### src/rtl/alu_pkg.sv
// Shared constants and types for the ALU issue controller.
// ALU op codes, MIPS opcode/funct values, exception codes, FSM states.
package alu_pkg;

  localparam logic [4:0] OP_PASS = 5'b00000;
  localparam logic [4:0] OP_ADD  = 5'b00001;
  localparam logic [4:0] OP_SUB  = 5'b00010;
  localparam logic [4:0] OP_AND  = 5'b00011;
  localparam logic [4:0] OP_OR   = 5'b00100;
  localparam logic [4:0] OP_XOR  = 5'b00110;
  localparam logic [4:0] OP_SLL  = 5'b00111;
  localparam logic [4:0] OP_SRL  = 5'b01000;
  localparam logic [4:0] OP_LT   = 5'b01001;
  localparam logic [4:0] OP_EQ   = 5'b01011;
  localparam logic [4:0] OP_NE   = 5'b01100;
  localparam logic [4:0] OP_LUI  = 5'b01111;
  localparam logic [4:0] OP_MULT = 5'b10000;
  localparam logic [4:0] OP_DIV  = 5'b10001;

  localparam logic [1:0] EXC_NONE = 2'b00;
  localparam logic [1:0] EXC_OVF  = 2'b01;
  localparam logic [1:0] EXC_DIV0 = 2'b10;
  localparam logic [1:0] EXC_ILL  = 2'b11;

  localparam logic [5:0] OPC_RTYPE = 6'h00;
  localparam logic [5:0] OPC_BEQ   = 6'h04;
  localparam logic [5:0] OPC_BNE   = 6'h05;
  localparam logic [5:0] OPC_ADDI  = 6'h08;
  localparam logic [5:0] OPC_ADDIU = 6'h09;
  localparam logic [5:0] OPC_SLTI  = 6'h0A;
  localparam logic [5:0] OPC_SLTIU = 6'h0B;
  localparam logic [5:0] OPC_ANDI  = 6'h0C;
  localparam logic [5:0] OPC_ORI   = 6'h0D;
  localparam logic [5:0] OPC_XORI  = 6'h0E;
  localparam logic [5:0] OPC_LUI   = 6'h0F;

  localparam logic [5:0] FN_SLL  = 6'h00;
  localparam logic [5:0] FN_SRL  = 6'h02;
  localparam logic [5:0] FN_MULT = 6'h18;
  localparam logic [5:0] FN_DIV  = 6'h1A;
  localparam logic [5:0] FN_ADD  = 6'h20;
  localparam logic [5:0] FN_ADDU = 6'h21;
  localparam logic [5:0] FN_SUB  = 6'h22;
  localparam logic [5:0] FN_SUBU = 6'h23;
  localparam logic [5:0] FN_AND  = 6'h24;
  localparam logic [5:0] FN_OR   = 6'h25;
  localparam logic [5:0] FN_XOR  = 6'h26;
  localparam logic [5:0] FN_SLT  = 6'h2A;
  localparam logic [5:0] FN_SLTU = 6'h2B;

  typedef enum logic [1:0] {
    S_IDLE,
    S_ISSUE,
    S_WAIT,
    S_RESP
  } state_t;

  typedef struct packed {
    logic [4:0]  aluop;
    logic [31:0] op1;
    logic [31:0] op2;
    logic [4:0]  smt;
    logic [4:0]  dst;
    logic        wr;
    logic        trap_add;
    logic        trap_sub;
    logic        lt;
    logic        br;
    logic        mc;
    logic        ill;
    logic        div0;
  } dec_t;

endpackage

### src/rtl/alu_issue_ctrl_decode.sv
// Instruction decode: opcode/funct to ALU op, operands and class flags.
// Signed compares are issued with bit 31 of both operands inverted.
module alu_decode
  import alu_pkg::*;
(
  input  logic [31:0] instr,
  input  logic [31:0] rs,
  input  logic [31:0] rt,
  output dec_t        dec
);

  logic [5:0]  opc;
  logic [5:0]  fn;
  logic [31:0] sext;
  logic [31:0] zext;
  logic        sgn;
  logic        unused_rs;

  assign opc       = instr[31:26];
  assign fn        = instr[5:0];
  assign sext      = {{16{instr[15]}}, instr[15:0]};
  assign zext      = {16'h0, instr[15:0]};
  assign unused_rs = ^instr[25:21];

  always_comb begin
    dec     = '0;
    dec.op1 = rs;
    dec.op2 = rt;
    dec.dst = instr[15:11];
    dec.wr  = 1'b1;
    sgn     = 1'b0;
    unique case (opc)
      OPC_RTYPE: begin
        unique case (fn)
          FN_ADD:  begin dec.aluop = OP_ADD; dec.trap_add = 1'b1; end
          FN_ADDU: dec.aluop = OP_ADD;
          FN_SUB:  begin dec.aluop = OP_SUB; dec.trap_sub = 1'b1; end
          FN_SUBU: dec.aluop = OP_SUB;
          FN_AND:  dec.aluop = OP_AND;
          FN_OR:   dec.aluop = OP_OR;
          FN_XOR:  dec.aluop = OP_XOR;
          FN_SLL: begin
            dec.aluop = OP_SLL;
            dec.op1   = rt;
            dec.smt   = instr[10:6];
          end
          FN_SRL: begin
            dec.aluop = OP_SRL;
            dec.op1   = rt;
            dec.smt   = instr[10:6];
          end
          FN_SLT:  begin dec.aluop = OP_LT; dec.lt = 1'b1; sgn = 1'b1; end
          FN_SLTU: begin dec.aluop = OP_LT; dec.lt = 1'b1; end
          FN_MULT: begin dec.aluop = OP_MULT; dec.mc = 1'b1; end
          FN_DIV: begin
            dec.aluop = OP_DIV;
            dec.mc    = 1'b1;
            dec.div0  = (rt == 32'h0);
          end
          default: dec.ill = 1'b1;
        endcase
      end
      OPC_ADDI: begin
        dec.aluop    = OP_ADD;
        dec.op2      = sext;
        dec.dst      = instr[20:16];
        dec.trap_add = 1'b1;
      end
      OPC_ADDIU: begin
        dec.aluop = OP_ADD;
        dec.op2   = sext;
        dec.dst   = instr[20:16];
      end
      OPC_SLTI: begin
        dec.aluop = OP_LT;
        dec.op2   = sext;
        dec.dst   = instr[20:16];
        dec.lt    = 1'b1;
        sgn       = 1'b1;
      end
      OPC_SLTIU: begin
        dec.aluop = OP_LT;
        dec.op2   = sext;
        dec.dst   = instr[20:16];
        dec.lt    = 1'b1;
      end
      OPC_ANDI: begin
        dec.aluop = OP_AND;
        dec.op2   = zext;
        dec.dst   = instr[20:16];
      end
      OPC_ORI: begin
        dec.aluop = OP_OR;
        dec.op2   = zext;
        dec.dst   = instr[20:16];
      end
      OPC_XORI: begin
        dec.aluop = OP_XOR;
        dec.op2   = zext;
        dec.dst   = instr[20:16];
      end
      OPC_LUI: begin
        dec.aluop = OP_LUI;
        dec.op2   = zext;
        dec.dst   = instr[20:16];
      end
      OPC_BEQ: begin
        dec.aluop = OP_EQ;
        dec.dst   = 5'd0;
        dec.wr    = 1'b0;
        dec.br    = 1'b1;
      end
      OPC_BNE: begin
        dec.aluop = OP_NE;
        dec.dst   = 5'd0;
        dec.wr    = 1'b0;
        dec.br    = 1'b1;
      end
      default: dec.ill = 1'b1;
    endcase
    if (sgn) begin
      dec.op1[31] = ~dec.op1[31];
      dec.op2[31] = ~dec.op2[31];
    end
  end

endmodule

### src/rtl/alu_issue_ctrl.sv
// ALU issue controller: accept, issue to ALU, wait, capture, respond.
// ALU inputs are frozen through ISSUE/WAIT so MULT/DIV see a stable path.
module alu_issue_ctrl
  import alu_pkg::*;
#(
  parameter int MD_WAIT = 8
) (
  input  logic        clk,
  input  logic        rst_n,
  input  logic        in_valid,
  output logic        in_ready,
  input  logic [31:0] in_instr,
  input  logic [31:0] in_rs,
  input  logic [31:0] in_rt,
  output logic [31:0] alu_op1,
  output logic [31:0] alu_op2,
  output logic [4:0]  alu_smt,
  output logic [4:0]  alu_aluop,
  input  logic [31:0] alu_r1,
  input  logic        alu_uf,
  output logic        out_valid,
  input  logic        out_ready,
  output logic [31:0] out_res,
  output logic [4:0]  out_dst,
  output logic        out_wr_en,
  output logic        out_branch,
  output logic [1:0]  out_exc
);

  localparam logic [3:0] CNT_LAST = 4'(MD_WAIT - 1);

  dec_t       dec;
  state_t     state;
  logic [3:0] cnt;
  logic [4:0] dst_q;
  logic       wr_q;
  logic       tadd_q;
  logic       tsub_q;
  logic       lt_q;
  logic       br_q;
  logic       mc_q;

  logic        sub_ovf;
  logic        ovf;
  logic        last;
  logic [31:0] res_c;

  alu_decode u_dec (
    .instr (in_instr),
    .rs    (in_rs),
    .rt    (in_rt),
    .dec   (dec)
  );

  // sub overflow judged from the issued operands, not the ALU flag
  assign sub_ovf = (alu_op1[31] ^ alu_op2[31])
                 & (alu_op1[31] ^ alu_r1[31]);
  assign ovf     = (tadd_q & alu_uf) | (tsub_q & sub_ovf);
  assign res_c   = lt_q ? {31'h0, alu_uf}
                 : br_q ? 32'h0
                 : alu_r1;
  assign last    = (state == S_ISSUE && (MD_WAIT == 0 || !mc_q))
                || (state == S_WAIT && cnt == CNT_LAST);

  always_ff @(posedge clk or negedge rst_n) begin
    if (!rst_n) begin
      state      <= S_IDLE;
      cnt        <= 4'd0;
      in_ready   <= 1'b0;
      alu_op1    <= 32'h0;
      alu_op2    <= 32'h0;
      alu_smt    <= 5'd0;
      alu_aluop  <= OP_PASS;
      out_valid  <= 1'b0;
      out_res    <= 32'h0;
      out_dst    <= 5'd0;
      out_wr_en  <= 1'b0;
      out_branch <= 1'b0;
      out_exc    <= EXC_NONE;
      dst_q      <= 5'd0;
      wr_q       <= 1'b0;
      tadd_q     <= 1'b0;
      tsub_q     <= 1'b0;
      lt_q       <= 1'b0;
      br_q       <= 1'b0;
      mc_q       <= 1'b0;
    end else begin
      unique case (state)
        S_IDLE: begin
          in_ready <= 1'b1;
          if (in_valid && in_ready) begin
            in_ready <= 1'b0;
            dst_q    <= dec.dst;
            wr_q     <= dec.wr;
            tadd_q   <= dec.trap_add;
            tsub_q   <= dec.trap_sub;
            lt_q     <= dec.lt;
            br_q     <= dec.br;
            mc_q     <= dec.mc;
            if (dec.ill || dec.div0) begin
              state      <= S_RESP;
              out_valid  <= 1'b1;
              out_res    <= 32'h0;
              out_dst    <= dec.dst;
              out_wr_en  <= 1'b0;
              out_branch <= 1'b0;
              out_exc    <= dec.ill ? EXC_ILL : EXC_DIV0;
            end else begin
              state     <= S_ISSUE;
              alu_op1   <= dec.op1;
              alu_op2   <= dec.op2;
              alu_smt   <= dec.smt;
              alu_aluop <= dec.aluop;
            end
          end
        end
        S_ISSUE, S_WAIT: begin
          if (last) begin
            state      <= S_RESP;
            cnt        <= 4'd0;
            alu_aluop  <= OP_PASS;
            out_valid  <= 1'b1;
            out_res    <= res_c;
            out_dst    <= dst_q;
            out_exc    <= ovf ? EXC_OVF : EXC_NONE;
            out_wr_en  <= wr_q & ~ovf & (dst_q != 5'd0);
            out_branch <= br_q & alu_uf;
          end else if (state == S_ISSUE) begin
            state <= S_WAIT;
            cnt   <= 4'd0;
          end else begin
            cnt <= cnt + 4'd1;
          end
        end
        S_RESP: begin
          if (out_ready) begin
            state     <= S_IDLE;
            out_valid <= 1'b0;
            in_ready  <= 1'b1;
          end
        end
      endcase
    end
  end

endmodule

### config.mk
export PLATFORM = sky130hd
export DESIGN_NAME = alu_issue_ctrl
export DESIGN_NICKNAME = d
export VERILOG_FILES = /design/src/rtl/alu_pkg.sv /design/src/rtl/alu_issue_ctrl_decode.sv /design/src/rtl/alu_issue_ctrl.sv
export SDC_FILE = /design/constraint.sdc
export NUM_CORES = 1
export LEC_CHECK = 0
export ABC_AREA = 1
export CORE_MARGIN = 1
export CORE_UTILIZATION = 42
export CTS_CLUSTER_DIAMETER = 60
export DETAILED_ROUTE_END_ITERATION = 7
export PLACE_DENSITY_LB_ADDON = 0.2
export SETUP_SLACK_MARGIN = 0.5
export SYNTH_ARGS = -nofsm -noshare
export SYNTH_HDL_FRONTEND = slang
export SYNTH_SLANG_ARGS = --single-unit
export TNS_END_PERCENT = 5
### constraint.sdc
create_clock -name clk -period 2 [get_ports clk]
set_clock_uncertainty 0.1 [all_clocks]
set_input_delay 0.4 -clock clk [delete_from_list [all_inputs] [get_ports clk]]
set_output_delay 0.4 -clock clk [all_outputs]
set_load 0.03 [all_outputs]
# Word level (Yosys, flattened, before mapping)
# Index checks and enable logic that the tools add are counted.
[word_totals]
romBits = 0
ff_bits = 134
wordCells = 168
latch_bits = 0
mem_bits_rw = 0
memories = 0
out_inout_bits = 117
[op_classes]
div_mod_pow = 0
mux = 68
reduce_logical = 34
magnitude_cmp = 0
shifts = 0
multipliers = 0
n_eq_ne = 32
n_bitwise = 13
addsub = 1
[op_table]
columns = ["operator", "count"]
rows = [
  ["two-way mux 32 bit", 7],
  ["case mux 32 bit (2 select lines)", 2],
  ["== test 6 bit, second input constant", 9],
  ["case mux 5 bit (10 select lines)", 1],
  ["== test 6 x 4 -> 1 bit, second input constant", 8],
  ["case mux 5 bit (9 select lines)", 1],
  ["two-way mux 5 bit", 8],
  ["logical NOT 32 bit", 1],
  ["case mux 5 bit (2 select lines)", 3],
  ["two-way mux 1 bit", 26],
  ["OR reduction 2 bit", 9],
  ["two-way mux 2 bit", 8],
  ["case mux 1 bit (2 select lines)", 7],
  ["OR reduction 13 bit", 1],
  ["== test 6 x 3 -> 1 bit, second input constant", 2],
  ["== test 6 x 5 -> 1 bit, second input constant", 2],
  ["logical NOT 6 bit", 2],
  ["AND reduction 4 bit", 3],
  ["inequality test 2 bit, second input constant", 5],
  ["OR reduction 10 bit", 1],
  ["two-way mux 4 bit", 2],
  ["OR reduction 4 bit", 2],
  ["OR reduction 8 bit", 1],
  ["AND 1 bit", 6],
  ["20 further kinds", 31],
]

# Depth between registers and ports, before layout
# Gate-level depths: netlist of run 1.
[logic_depth]
ltp_word = 9
depth_mapped = 14
depth_no_buf = 12

# Modules after synthesis
# From an unflattened synthesis of run 1, not the netlist that was laid out.
[hier_totals]
cells_unflattened = 789
area_unflattened_um2 = 6857.8
[by_module_without_submodules]
columns = ["mod", "n_inst", "seq_area_each_um2", "area_per_inst_um2", "cells_per_inst"]
rows = [
  ["alu_issue_ctrl", 1, 3353.2, 5397.7, 477],
  ["alu_decode", 1, 0.0, 1460.2, 312],
]

# Worst setup path before layout of run 1
# Ideal clock, no wire load.
[synth_timing]
kind = "reg-to-reg"
startpoint = "reg state[0]"
endpoint = "reg out_res[10]"
path_stages_with_launch = 13
setup_time_ps = 66
arrival_time_ps = 1951
setup_slack_ps = -117
path_buffers = 3
t_required_ps = 1834
path_cell_list = "dfrtp_1 inv_1 ha_1 clkbuf_1 inv_1 nor2_1 inv_2 nand2_1 a21oi_1 buf_2 buf_1 nand3_1 nand2_1"
[synth_via]
elab_chain_cells = 5
[synth_rtl]
columns = ["item", "line_no", "text"]
rows = [
  ["start, declared", "alu_issue_ctrl.sv:33", "state_t state;"],
  ["start signal, assigned", "alu_issue_ctrl.sv:67", "state <= S_IDLE;"],
  ["start signal, assigned", "alu_issue_ctrl.sv:101", "state <= S_RESP;"],
  ["start signal, assigned", "alu_issue_ctrl.sv:109", "state <= S_ISSUE;"],
  ["== test 2 x 1 -> 1 bit or == test 2 bit (tied branches)", "alu_issue_ctrl.sv:62, alu_issue_ctrl.sv:88, alu_issue_ctrl.sv:63", ""],
  ["logical AND 1 bit, on equally long branches", "alu_issue_ctrl.sv:62, alu_issue_ctrl.sv:63", ""],
  ["logical OR 1 bit", "alu_issue_ctrl.sv:63", "|| (state == S_WAIT && cnt == CNT_LAST);"],
  ["inequality test 2 bit (no line)", "n/a", ""],
  ["AND reduction 4 bit (no line)", "n/a", ""],
  ["end signal, assigned", "alu_issue_ctrl.sv:123", "out_res <= res_c;"],
  ["end, declared", "alu_issue_ctrl.sv:23", "output logic [31:0] out_res,"],
]
# Several ways; a longest one is shown, not always the timed one.
# A chain may end at the register's enable or synchronous reset.

# Worst setup path in the final report of run 1
[layout_timing]
startpoint = "reg state[0]"
endpoint = "reg out_res[14]"
# The elaborated chain is that of the path after synthesis.

==> results of run 1 <==
==> report_power, final <==
group / total (mW) / switching, mW / internal, mW
Combinational: 10.4 / 6.00 / 4.39
Clock: 3.08 / 1.31 / 1.77
Sequential: 4.20 / 0.543 / 3.66
==> final timing paths <==
kind / from / to / slack [ns] / cells past startpoint
min in group clk: alu_op1[19] / alu_op1[19] / 0.36 / 2
min reg2reg: alu_op1[19] / alu_op1[19] / 0.36 / 2
max: state[0] / out_res[14] / -0.001 / 13
min: rst_n / out_res[21] / 0.36 / 2
max reg2reg: state[0] / out_res[14] / -0.001 / 13
max in group asynchronous: rst_n / alu_op1[9] / 0.85 / 3
==> synth_stat cells (all sizes together) (2+ instances only) <==
master	instances
nand2	402
nor3	3
a21oi	8
nand3	70
clkbuf	37
o211ai	2
inv	100
dfrtp	134
xor2	3
o21a	2
nor2	98
buf	25
ha	6
nand4	73
o21ai	71
==> metal layers <==
metal | vias up | track usage (%) | share of wire [%]
met5 | - | 0 | 0
met4 | 0 | 12.6 | 2.9
met3 | 63 | 5.41 | 6.1
met2 | 372 | 50.1 | 48
met1 | 4075 | 39.8 | 43
li1 | 4097 | - | -
==> state kept, by name, summed over array words and instances (netlist names), 2 cells and up <==
| signal | flops |
|---|---|
| cnt | 4 |
| state | 2 |
| alu_op2 | 32 |
| alu_smt | 5 |
| alu_aluop | 5 |
| alu_op1 | 32 |
| out_res | 32 |
| out_exc | 2 |
| out_dst | 5 |
| dst_q | 5 |
==> final cells by class <==
class / count / area, um^2 / share of cell area [%]
Antenna cell: 4 / 10.0 / 0.0802
Clock buffer: 18 / 439 / 3.52
Clock inverter: 14 / 141 / 1.13
Inverter: 101 / 390 / 3.13
Multi-Input combinational cell: 748 / 3760 / 30.1
Sequential cell: 134 / 3350 / 26.9
Tap cell: 225 / 282 / 2.26
Timing Repair Buffer: 411 / 4100 / 32.9
==> metrics by stage <==
step           utilization (%)  total power, mW
6_report                  72.4             17.7
5_1_grt                   72.4             18.5
4_1_cts                   70.5             16.5
3_5_place_dp              62.9             12.2
3_3_place_gp              62.9             12.1
2_1_floorplan                -             8.87
==> cell families after synthesis <==
logic type / after synthesis
buffers and inverters: 163
flip-flops: 134
adder cells (fa/ha/maj): 6
XOR/XNOR: 4
AND/OR/NAND/NOR: 649
AO/OA/AOI/OAI: 89
==> what timing repair did <==
item / CTS / global route
pin swaps: 28 / 11
endpoints found under the setup margin: 248 / 250
setup buffers: 37 / 4
resized for setup: 298 / 43
hold buffers: 1 / 0
endpoints found under the hold margin: 38 / 0
cloned: 12 / 5
==> flow_metrics.py, run 1 <==
metrics = {
    "run_status": {
        "status": "finished with violations",
        "violations": "negative setup slack",
    },
    "global_route": {
        "grt_pass1_vias": 8319,
        "antenna_found_initial": 4,
        "grt_pass1_wl_mm": 42.7,
        "grt_usage_pct": 30.5,
        "grt_max_degree": 44,
        "grt-ovfl-total": 0,
    },
    "clock_network": {
        "htreeDepth": 4,
        "root_buffer": "clkbuf_16",
        "clkTransAtPathRegs_ns": 0.07,
        "clock-sinks": 134,
        "cts_buffers": 17,
        "cts_tree": "done",
        "clockBufferDepth": 2,
        "clk_latency_ns": 0.43,
    },
    "logic_synthesis": {
        "ys_ff_latch": 134,
        "synth_top_area_share_pct": 45.4,
        "syn_nets": 1184,
        "synth_edf_count": 0,
        "synth_largest_area_cell": "dfrtp_1",
        "async_reset_ff_share_pct": 100,
        "synth-main-ff-cell": "dfrtp_1",
        "yosys.area_share.adder_pct": 1.02,
        "ys_seq_area_share_pct": 45.4,
        "synth_top_family_by_area": "simple AND/OR/NAND/NOR gates",
        "synth-simple-area-share_pct": 37.8,
        "synth_area_leaders": "dfrtp_1, nand2_1, nand4_1",
        "synthXorXnorAreaFrac_pct": 0.475,
        "synth_compound_area_share_pct": 6.39,
        "ys_warn_count": 0,
        "ys_types": 35,
        "syn_inst": 1045,
        "netlist_area_mm2": 0.00738,
        "avgSynthCellArea_um2": 7.06,
        "synth.mux.area_fraction_pct": 0,
    },
    "sta": {
        "rsz0062_at_grt": "yes",
        "tns_ns": -0.00121,
        "final_max_slew_viol_count": 0,
        "finalCritPeriodShare_pct": 100,
        "finalSetupViolCount": 1,
        "setup_slack_ns": -0.00121,
        "finalCriticalPeriod_ns": 2.00,
        "max_freq_mhz": 500,
        "tightest_slew_ns": 0.455,
        "timing_hold_violations_final": 0,
        "slew_headroom_pct": 69.7,
        "holdWs_ns": 0.359,
    },
    "floorplan": {
        "die_h_um": 135,
        "die_w_um": 135,
        "ios": 250,
        "dieArea_mm2": 0.0181,
        "initial_core_util_pct": 42.8,
        "rows": 48,
        "coreArea_mm2": 0.0172,
    },
    "placed_design": {
        "preCtsSetupSlack_ns": -0.480,
        "placed_area_mm2": 0.0108,
        "io_buffers": 244,
        "placedCellCount": 1560,
        "hpwl_mm": 17.5,
        "gp_congestion": 0.924,
    },
    "route": {
        "vias_per_cell": 5.20,
        "drc": 0,
        "vias": 8607,
        "dr.first_iter.drc_count": 613,
        "ant_nets": 0,
        "wl_mm": 27.8,
        "first_pass_iters": 5,
        "wl_per_cell_um": 16.8,
    },
    "final_layout": {
        "fin_area_mm2": 0.0125,
        "n_fill_cell": 1369,
        "layout_common_cells": "nand2_1, dlygate4sd2_1, dfrtp_1",
        "layout_commonest_cell": "nand2_1",
        "finalNetCount": 1552,
        "drive_above_1_share_pct": 21.9,
        "syn_to_final_growth_pct": 69.0,
        "final_cells": 1655,
    },
    "critical_path": {
        "cp-start-kind": "register",
        "path_cells": "inv_4 > ha_4 > nand4_1 > o21ai_2 > nor2_2 > inv_2 > nand2_4 > a21oi_4 > buf_6 > nand2_8 > clkbuf_16 > nand2_1 > nand2_1",
        "cp-end-kind": "register",
        "cp_top_family": "buffers and inverters",
        "cp.required_ns": 2.21,
        "crit_top_cell": "nand2_1",
        "slowest_stage": "dfrtp_1",
        "slowest_delay_ns": 0.42,
        "worst-path-max-fanout": 7,
        "crit_arrival_ns": 2.21,
        "timing.critical_path.buf_inv": 4,
        "path_class": "register to register",
    },
    "power": {
        "power_density_mw_per_mm2": 1420,
        "ir_drop_mv": 1.13,
        "power_leakage_nw": 6.84,
    },
    "hold_path": {
        "hold_class": "input port to async pin",
    },
    "job": {
        "cap_violations": 0,
    },
}
Note: power is estimated with default switching activity, not from simulation.
==> run 2: changes to the inputs <==
--- a/config.mk
+++ b/config.mk
@@ -7,11 +7,13 @@
 export LEC_CHECK = 0
 export ABC_AREA = 1
 export CORE_MARGIN = 1
-export CORE_UTILIZATION = 42
+export CORE_UTILIZATION = 58
 export CTS_CLUSTER_DIAMETER = 60
 export DETAILED_ROUTE_END_ITERATION = 7
+export DONT_BUFFER_PORTS = 1
 export PLACE_DENSITY_LB_ADDON = 0.2
 export SETUP_SLACK_MARGIN = 0.5
+export SKIP_CTS_REPAIR_TIMING = 1
 export SYNTH_ARGS = -nofsm -noshare
 export SYNTH_HDL_FRONTEND = slang
 export SYNTH_SLANG_ARGS = --single-unit
==> flow_metrics.py, run 2 (synthesized netlist as in run 1, its figures left out) <==
metrics = {
    "placed_design": {
        "hpwl_mm": 14.1,
        "preCtsSetupSlack_ns": 0.0142,
        "io_buffers": 0,
        "gp_congestion": 1.01,
        "placed_area_mm2": 0.00782,
    },
    "floorplan": {
        "initial_core_util_pct": 60.4,
        "die_h_um": 115,
        "coreArea_mm2": 0.0122,
        "rows": 40,
        "die_w_um": 115,
        "dieArea_mm2": 0.0132,
        "ios": 250,
    },
    "route": {
        "ant_nets": 0,
        "drc": 0,
        "vias": 7051,
        "dr.first_iter.drc_count": 684,
        "wl_per_cell_um": 17.4,
        "first_pass_iters": 5,
        "wl_mm": 21.5,
        "vias_per_cell": 5.70,
    },
    "power": {
        "power_leakage_nw": 4.76,
        "switchingPower_mw": 6.64,
        "clock_power_share_pct": 23.0,
        "seqPwrFrac_pct": 40.0,
        "combinationalPowerShare_pct": 37.0,
        "p_int_mw": 8.04,
        "power_density_mw_per_mm2": 1680,
        "ir_drop_mv": 1.11,
        "swShare_pct": 45.2,
    },
    "sta": {
        "tightest_slew_ns": 0.474,
        "rsz0062_at_grt": "yes",
        "tns_ns": 0,
        "final_max_slew_viol_count": 0,
        "setup_slack_ns": 0.100,
        "finalSetupViolCount": 0,
        "finalCriticalPeriod_ns": 1.90,
        "max_freq_mhz": 526,
        "timing_hold_violations_final": 134,
        "finalCritPeriodShare_pct": 95.0,
        "slew_headroom_pct": 68.4,
        "holdWs_ns": -0.419,
    },
    "clock_network": {
        "clkTransAtPathRegs_ns": 0.06,
        "clk_latency_ns": 0.42,
        "cts_tree": "done",
        "clockBufferDepth": 2,
        "clock-sinks": 134,
        "root_buffer": "clkbuf_16",
        "cts_buffers": 17,
        "htreeDepth": 4,
    },
    "global_route": {
        "grt_pass1_vias": 6414,
        "grt-ovfl-total": 0,
        "grt_usage_pct": 32.2,
        "grt_pass1_wl_mm": 32.4,
        "antenna_found_initial": 0,
        "grt_max_degree": 135,
    },
    "final_layout": {
        "largestRegisters": "alu_op1 x32, alu_op2 x32, out_res x32",
        "drive_above_1_share_pct": 12.5,
        "n_antenna_cell": 0,
        "syn_to_final_growth_pct": 18.4,
        "layout_commonest_cell": "nand2_1",
        "finalNetCount": 1198,
        "n_fill_cell": 1008,
        "fin_area_mm2": 0.00874,
        "layout_common_cells": "nand2_1, dfrtp_1, inv_1",
    },
    "job": {
        "cap_violations": 0,
    },
    "run_status": {
        "status": "finished with violations",
        "violations": "negative hold slack",
    },
    "critical_path": {
        "crit_top_cell": "inv_2",
        "slowest_delay_ns": 0.40,
        "slowest_stage": "dfrtp_2",
        "worst-path-max-fanout": 6,
        "path_class": "register to register",
        "cp-start-kind": "register",
        "path_cells": "clkinv_4 > ha_4 > inv_2 > nor2_2 > inv_2 > nand2_4 > a21oi_4 > buf_6 > clkbuf_16 > nand3_2 > nand2_1",
        "cp.required_ns": 2.25,
        "crit_arrival_ns": 2.15,
        "cp-end-kind": "register",
    },
    "hold_path": {
        "hold_class": "input port to async pin",
    },
}
## run 2: cell count changes in the layout (fill, tap and decap cells not counted), moves of 14 or more
| cell | previous run | this run |
|---|---|---|
| buf_6 | 19 | 5 |
| buf_4 | 122 | 38 |
| nand2_2 | 28 | 5 |
| nand2_1 | 368 | 395 |
| dlygate4sd2_1 | 143 | 0 |
| clkdlybuf4s50_1 | 82 | 0 |
## run 2: per-layer routing
metal	share of wire (%)	GRT usage, %	vias to the layer above	wire length, um
met5	0	0	-	0
met4	1.9	11.2	0	412
met3	11	10.9	40	2330
met2	47	51.2	372	10100
met1	40	41.2	3276	8640
li1	-	-	3363	-
## run 2: power groups by stage
stage / clock network (mW) / logic [mW] / registers (mW)
after floorplan: 0 / 3.17 / 5.70
after global placement: 0 / 4.04 / 5.89
after detailed placement: 0 / 4.14 / 5.90
after CTS: 3.41 / 4.19 / 5.86
after global routing: 3.56 / 5.92 / 5.98
final: 3.38 / 5.43 / 5.87
## run 2: worst max-delay path, delay by kind of cell (launching register included)
family | cells | cell delay [ns]
AO/OA/AOI/OAI | 1 | 0.19
adder cells (fa/ha/maj) | 1 | 0.25
buffers and inverters | 5 | 0.63
flip-flops | 1 | 0.40
AND/OR/NAND/NOR | 4 | 0.26
## run 2: final timing paths
path / start / end / slack (ns) / cells past startpoint
max: state[0] / out_res[27] / 0.1 / 11
min: rst_n / alu_op2[25] / -0.42 / 0
max reg2reg: state[0] / out_res[27] / 0.1 / 11
min reg2reg: tsub_q / tsub_q / 0.43 / 2
max in group asynchronous: rst_n / state[0] / 2.06 / 0
min in group clk: alu_r1[4] / out_res[4] / 0.09 / 4
## run 2: final cells by class
cell class                 instances  area (um^2)  share of cell area, %
multi-input combinational        748         3510                   40.2
clock buffer                      21          460                   5.27
sequential                       134         3350                   38.4
tap                              168          210                   2.41
timing repair buffer              57          642                   7.35
inverter                         101          387                   4.42
clock inverter                     9          174                   1.99
## run 2: stage by stage
stage               hold slack [ns]  power, mW  utilization [%]  instances
global route                 -0.447       15.5             71.6       1238
global placement            0.00673       9.92             64.0       1197
floorplan                   0.00441       8.87                -       1045
finish                       -0.419       14.7             71.6       1238
detailed placement          0.00700       10.0             64.0       1197
CTS                          -0.432       13.5             69.2       1227
